<file path="src/rtl/cam_reg_init_seq_if.sv">
// cam_reg_init_seq_if: command/response handshake between the init sequencer and the SCCB byte master
interface cam_reg_init_seq_if;
    logic [2:0] i2c_cmd;
    logic [7:0] i2c_din;
    logic       i2c_wr;
    logic       i2c_ready;
    logic       i2c_done_tick;
    logic       i2c_ack;
    modport master (output i2c_cmd, i2c_din, i2c_wr, input i2c_ready, i2c_done_tick, i2c_ack);
    modport slave  (input i2c_cmd, i2c_din, i2c_wr, output i2c_ready, i2c_done_tick, i2c_ack);
endinterface

</file>
<file path="src/rtl/cam_reg_init_seq.sv">
// cam_reg_init_seq: walks a ROM register table and writes each entry to the camera over the SCCB byte master
module cam_reg_init_seq #(
    parameter logic [7:0]  DEV_ADDR  = 8'h42,
    parameter int          ADDR_W    = 8,
    parameter logic [23:0] DELAY_CYC = 24'd1_000_000,
    parameter int          MAX_RETRY = 3
) (
    input  logic               clk,
    input  logic               reset,
    input  logic               start_i,
    output logic [ADDR_W-1:0]  rom_addr_o,
    input  logic [15:0]        rom_data_i,
    cam_reg_init_seq_if.master i2c,
    output logic               busy_o,
    output logic               done_o,
    output logic               error_o,
    output logic [ADDR_W-1:0]  err_addr_o
);
    typedef enum logic [3:0] {IDLE, FETCH, DECODE, ISSUE, POST, WAIT_DONE, WAIT_RDY, DELAY, FINISH, ERROR} state_t;
    localparam logic [23:0] DLY_LOAD = (DELAY_CYC == 24'd0) ? 24'd0 : DELAY_CYC - 24'd1;
    localparam logic [2:0] CMD_START = 3'd0, CMD_WR = 3'd1, CMD_STOP = 3'd3;
    localparam logic [2:0] ST_START = 3'd0, ST_STOP = 3'd4, ST_SENT = 3'd5;
    state_t            state_q, state_d;
    logic [ADDR_W-1:0] rom_addr_q, rom_addr_d, err_addr_q, err_addr_d;
    logic [15:0]       entry_q, entry_d;
    logic [2:0]        step_q, step_d;
    logic [7:0]        retry_q, retry_d;
    logic [23:0]       dly_q, dly_d;
    logic              nack_q, nack_d, busy_q, busy_d, done_q, done_d, error_q, error_d;
    logic              advance;
    logic              is_wr;

    // step 0 = START, 1..3 = device/register/value bytes, 4 = STOP, 5 = STOP already strobed
    assign is_wr          = (step_q == 3'd1) || (step_q == 3'd2) || (step_q == 3'd3);
    assign i2c.i2c_wr     = (state_q == ISSUE) && i2c.i2c_ready;
    assign i2c.i2c_cmd    = (state_q != ISSUE) ? CMD_START : (step_q == ST_START) ? CMD_START :
                            (step_q == ST_STOP) ? CMD_STOP : CMD_WR;
    assign i2c.i2c_din    = (state_q != ISSUE) ? 8'd0 : (step_q == 3'd1) ? DEV_ADDR :
                            (step_q == 3'd2) ? entry_q[15:8] : (step_q == 3'd3) ? entry_q[7:0] : 8'd0;
    assign rom_addr_o     = rom_addr_q;
    assign err_addr_o     = err_addr_q;
    assign busy_o         = busy_q;
    assign done_o         = done_q;
    assign error_o        = error_q;

    // Next-state logic: table walk, per-command handshake, NACK retry and start acceptance
    always_comb begin
        state_d    = state_q;
        rom_addr_d = rom_addr_q;
        err_addr_d = err_addr_q;
        entry_d    = entry_q;
        step_d     = step_q;
        retry_d    = retry_q;
        dly_d      = dly_q;
        nack_d     = nack_q;
        busy_d     = busy_q;
        done_d     = done_q;
        error_d    = error_q;
        advance    = 1'b0;
        case (state_q)
            FETCH: state_d = DECODE;
            DECODE: begin
                entry_d = rom_data_i;
                if (rom_data_i == 16'hFFFF) begin
                    state_d = FINISH;
                    done_d  = 1'b1;
                    busy_d  = 1'b0;
                end else if (rom_data_i == 16'hFFF0) begin
                    dly_d   = DLY_LOAD;
                    state_d = DELAY;
                end else begin
                    step_d  = ST_START;
                    nack_d  = 1'b0;
                    state_d = ISSUE;
                end
            end
            ISSUE: if (i2c.i2c_ready) state_d = is_wr ? WAIT_DONE : POST;
            POST: begin
                step_d  = step_q + 3'd1;
                state_d = WAIT_RDY;
            end
            WAIT_DONE: if (i2c.i2c_done_tick) begin
                nack_d  = i2c.i2c_ack;
                step_d  = i2c.i2c_ack ? ST_STOP : step_q + 3'd1;
                state_d = WAIT_RDY;
            end
            WAIT_RDY: if (i2c.i2c_ready) begin
                if (step_q != ST_SENT) state_d = ISSUE;
                else if (!nack_q) advance = 1'b1;
                else begin
                    retry_d = retry_q + 8'd1;
                    if (int'(retry_q) + 1 < MAX_RETRY) begin
                        step_d  = ST_START;
                        nack_d  = 1'b0;
                        state_d = ISSUE;
                    end else begin
                        err_addr_d = rom_addr_q;
                        error_d    = 1'b1;
                        busy_d     = 1'b0;
                        state_d    = ERROR;
                    end
                end
            end
            DELAY: if (dly_q == 24'd0) advance = 1'b1; else dly_d = dly_q - 24'd1;
            default: ;
        endcase
        if (advance) begin
            retry_d = '0;
            if (&rom_addr_q) begin
                state_d = FINISH;
                done_d  = 1'b1;
                busy_d  = 1'b0;
            end else begin
                rom_addr_d = rom_addr_q + ADDR_W'(1);
                state_d    = FETCH;
            end
        end
        if (start_i && (state_q == IDLE || state_q == FINISH || state_q == ERROR)) begin
            rom_addr_d = '0;
            err_addr_d = '0;
            retry_d    = '0;
            done_d     = 1'b0;
            error_d    = 1'b0;
            busy_d     = 1'b1;
            state_d    = FETCH;
        end
    end

    // State and datapath registers; reset returns straight to IDLE without touching the bus
    always_ff @(posedge clk or posedge reset) begin
        if (reset) begin
            state_q    <= IDLE;
            rom_addr_q <= '0;
            err_addr_q <= '0;
            entry_q    <= '0;
            step_q     <= '0;
            retry_q    <= '0;
            dly_q      <= '0;
            nack_q     <= 1'b0;
            busy_q     <= 1'b0;
            done_q     <= 1'b0;
            error_q    <= 1'b0;
        end else begin
            state_q    <= state_d;
            rom_addr_q <= rom_addr_d;
            err_addr_q <= err_addr_d;
            entry_q    <= entry_d;
            step_q     <= step_d;
            retry_q    <= retry_d;
            dly_q      <= dly_d;
            nack_q     <= nack_d;
            busy_q     <= busy_d;
            done_q     <= done_d;
            error_q    <= error_d;
        end
    end
endmodule

</file>
<file path="src/flat_wrapper.sv">
// flat-port wrapper written by rule: the top's interface ports become plain ports
module cam_reg_init_seq_flat 
#(
    parameter logic [7:0]  DEV_ADDR  = 8'h42,
    parameter int          ADDR_W    = 8,
    parameter logic [23:0] DELAY_CYC = 24'd1_000_000,
    parameter int          MAX_RETRY = 3
)
  (clk, reset, start_i, rom_addr_o, rom_data_i, busy_o, done_o, error_o, err_addr_o, i2c_i2c_cmd, i2c_i2c_din, i2c_i2c_wr, i2c_i2c_ready, i2c_i2c_done_tick, i2c_i2c_ack);
  cam_reg_init_seq_if i2c_i ();
  input  logic clk;
  input  logic reset;
  input  logic start_i;
  output logic [ADDR_W-1:0] rom_addr_o;
  input  logic [15:0] rom_data_i;
  output logic busy_o;
  output logic done_o;
  output logic error_o;
  output logic [ADDR_W-1:0] err_addr_o;
  output wire logic [$bits(i2c_i.i2c_cmd)-1:0] i2c_i2c_cmd;
  output wire logic [$bits(i2c_i.i2c_din)-1:0] i2c_i2c_din;
  output wire logic [$bits(i2c_i.i2c_wr)-1:0] i2c_i2c_wr;
  input wire logic [$bits(i2c_i.i2c_ready)-1:0] i2c_i2c_ready;
  input wire logic [$bits(i2c_i.i2c_done_tick)-1:0] i2c_i2c_done_tick;
  input wire logic [$bits(i2c_i.i2c_ack)-1:0] i2c_i2c_ack;
  assign i2c_i2c_cmd = i2c_i.i2c_cmd;
  assign i2c_i2c_din = i2c_i.i2c_din;
  assign i2c_i2c_wr = i2c_i.i2c_wr;
  assign i2c_i.i2c_ready = i2c_i2c_ready;
  assign i2c_i.i2c_done_tick = i2c_i2c_done_tick;
  assign i2c_i.i2c_ack = i2c_i2c_ack;
  cam_reg_init_seq #(.DEV_ADDR(DEV_ADDR), .ADDR_W(ADDR_W), .DELAY_CYC(DELAY_CYC), .MAX_RETRY(MAX_RETRY)) u_core (.clk(clk), .reset(reset), .start_i(start_i), .rom_addr_o(rom_addr_o), .rom_data_i(rom_data_i), .i2c(i2c_i), .busy_o(busy_o), .done_o(done_o), .error_o(error_o), .err_addr_o(err_addr_o));
endmodule
</file>
<file path="config.mk">
export PLATFORM = sky130hd
export DESIGN_NAME = cam_reg_init_seq_flat
export DESIGN_NICKNAME = d
export VERILOG_FILES = /design/src/rtl/cam_reg_init_seq_if.sv /design/src/rtl/cam_reg_init_seq.sv /design/src/flat_wrapper.sv
export SDC_FILE = /design/constraint.sdc
export NUM_CORES = 1
export LEC_CHECK = 0
export CORE_UTILIZATION = 40
export CTS_CLUSTER_DIAMETER = 120
export DETAILED_ROUTE_END_ITERATION = 8
export PLACE_DENSITY = 0.67
export SETUP_SLACK_MARGIN = 0.05
export SYNTH_ARGS = -nofsm -noshare
export SYNTH_HDL_FRONTEND = slang
export SYNTH_SLANG_ARGS = --single-unit
</file>
<file path="constraint.sdc">
create_clock -name clk -period 5.41 [get_ports clk]
set_clock_uncertainty 0.05 [all_clocks]
set_input_delay 1.082 -clock clk [delete_from_list [all_inputs] [get_ports clk]]
set_output_delay 1.082 -clock clk [all_outputs]
set_load 0.02 [all_outputs]
</file>
==> results.ini <==
[grt]
grt_overflow=0
antenna_found_initial=0
grt_max_degree=48
grt_pass1_vias=3518
use_met3=0.0401
gr-usage-met2=0.301
grt_util_all_layers=0.192
grt_pass1_wl_mm=16.8
grt.busiest_layer=met2
grtUsageMet1=0.261

[critical_path]
path_class=flip-flop to primary output
max_stage_delay_ns=0.63
cp-end-kind=primary output
startpoint_type=flip-flop
cp.arrival_ns=2.57
r2r-start=u_core.state_q[0]
critPathBufInv=2
rrSetupSlack_ns=1.86
rr_worst_depth=6
worstPathMaxFanout=8
crit_chain=inv_1, ha_1, nor2b_1, nand2_1, a31oi_1, clkdlybuf4s50_1
r2r_end=u_core.dly_q[17]
critPathRequiredTime_ns=4.28
cp_top_family=buffers and inverters
slowest_stage=clkdlybuf4s50_1

[timing]
fin_crit_sh=0.685
setup_viol=0
grt_setup_unrepaired=false
worst_pin_slew_ns=0.984
fmax_mhz=270
drv_slew=0
layout_setup_ws_ns=1.70
holdWs_ns=0.430
setup_tns_ns=0
maxSlewHeadroom=0.343
finalHoldViolations=0
final.min_clock_period_ns=3.71

[yosys]
yosysMostFrequentCell=nand2_1
synthFlopType=dfrtp_1
yosysSeqAreaShare=0.451
synth_top_area_frac=0.451
syn_area_um2=4170
synthDistinctLibCells=54
syn_inst=488
ys_ff_latch=75
synth_area_leaders=dfrtp_1 45%, nand2_1 9.1%, nor2_1 4.3%
yosysTopAreaCell=dfrtp_1
yosysWarnings=0
synth_area_per_cell_um2=8.54
synthTopCellsByCount=101 x nand2_1, 75 x dfrtp_1, 48 x nor2_1, 22 x nand3_1, 21 x o21ai_1
synthesis.nets=519
synth_edf_count=0
ys_async_sr_fraction=1.00

[finish]
num_antenna_cells=0
drive_above_1_share=0.0432
nets=560
syn_to_final_growth_pct=19.1
multi_input_area_um2=2140
nFillCells=1001
register_area_um2=1880
post-route-cell-area_um2=4960
layout.cells.non_filler=666
final_util=0.498

[worst_hold_path]
hold_start=u_core.entry_q[7]
worstHoldPathCells=2
hold_path.class=flip-flop to flip-flop
whs_endpoint=u_core.entry_q[7]

[place]
hpwl_mm=6.91
placedCellCount=651
numPortBuffers=51
dpl_cell_area_um2=4750
dp_slack_ns=1.61
gp_congestion=0.816

[routing]
wire_per_inst_um=14.7
wirelength_mm=9.80
firstDrtPassIters=4
drtIter0Drc=198
antenna_left=0
vias=3624
avgViaCountPerCell=5.44
drc=0

[job]
maxCapViolations=0

[clocking]
cts_setup_buffers=0
htreeDepth=3
clock_sinks=75
clock_path_buffers=2
cts_tree=yes
clock_tree.root_cell=clkbuf_8
cts.clk_slew.worst_paths_ns=0.08
cts_buffers=9
cts_hold_buf=0
ctsResizeCount=0
clkLatencyLatePin_ns=0.35

[outcome]
status=completed

[pwr]
peakVddDrop_uv=190
p_leak_nw=1.97
p_total_mw=1.77
p_per_area_nw_per_um2=357

[die]
die_w_um=104
core_area_um2=9950
chipHeight_um=104
die-area_um2=10800
initial_core_util=0.418
pin_count=53
row_count=36

## how the worst max path moves through the flow
stage	startpoint	end	depth (start not counted)
detailed placement	rom_data_i[11]	u_core.dly_q[17]	7
floorplan	reset	u_core.busy_o	1
global route	u_core.step_q[0]	i2c_i2c_din[6]	6
global placement	rom_data_i[11]	u_core.dly_q[17]	7
CTS	u_core.step_q[0]	i2c_i2c_din[6]	6
finish	u_core.step_q[0]	i2c_i2c_din[6]	6
## power by group
part	internal [mW]	switching (mW)	leakage [nW]	total, mW
clock	0.257	0.208	0.106	0.464
sequential	0.675	0.116	0.922	0.791
combinational	0.201	0.316	0.939	0.517
## layout make-up
cell class,instances,area share
Inverter,11,0.00832
Tap cell,133,0.0336
Clock inverter,5,0.0159
Sequential cell,75,0.378
Multi-Input combinational cell,379,0.432
Clock buffer,10,0.0257
Timing Repair Buffer,53,0.106
## cell usage in the layout (no fill, tap or decap), drive strengths merged, types with 3 or more instances in the layout
| cell | count |
|---|---|
| a21oi | 17 |
| clkinv | 4 |
| nor2 | 48 |
| xor2 | 11 |
| or3 | 8 |
| nor2b | 3 |
| xnor2 | 18 |
| clkbuf | 10 |
| nand2b | 3 |
| inv | 10 |
| o21ai | 24 |
| nand3 | 22 |
| and3 | 7 |
| and2 | 9 |
| a31oi | 6 |
| o211ai | 3 |
| nor3 | 14 |
| clkdlybuf4s50 | 51 |
| or4 | 11 |
| nor4 | 15 |
| nand2 | 101 |
| ha | 9 |
| nand4 | 13 |
| or2 | 3 |
| dfrtp | 75 |
## metal layers
layer | wire length [µm] | part of all wire
met3 | 329 | 0.034
met4 | 95 | 0.0097
met1 | 4720 | 0.48
met2 | 4660 | 0.47
met5 | 0 | 0
## cells by family after synthesis
| group | after synthesis | share of synthesized area |
|---|---|---|
| AO/OA/AOI/OAI | 67 | 0.0976 |
| XOR/XNOR | 29 | 0.0610 |
| adder cells (fa/ha/maj) | 10 | 0.0294 |
| buffers and inverters | 34 | 0.0360 |
| flip-flops | 75 | 0.451 |
| multiplexers | 1 | 0.00240 |
| other | 1 | 0.000900 |
| AND/OR/NAND/NOR | 271 | 0.322 |
## state kept, by name, indices dropped and copies added (netlist names)
signal and cells:
u_core.step_q 3, u_core.rom_addr_o 8, u_core.error_o 1, u_core.dly_q 24, u_core.err_addr_o 8, u_core.done_o 1, u_core.entry_q 16, u_core.busy_o 1
u_core.retry_q 8, u_core.nack_q 1, u_core.state_q 4
## tightest hold or removal path: cells and delay by family (launching register included)
family        cells  cell delay (ns)
simple gates      2             0.11
flops             1             0.35
(Power assumes the default switching activity.)
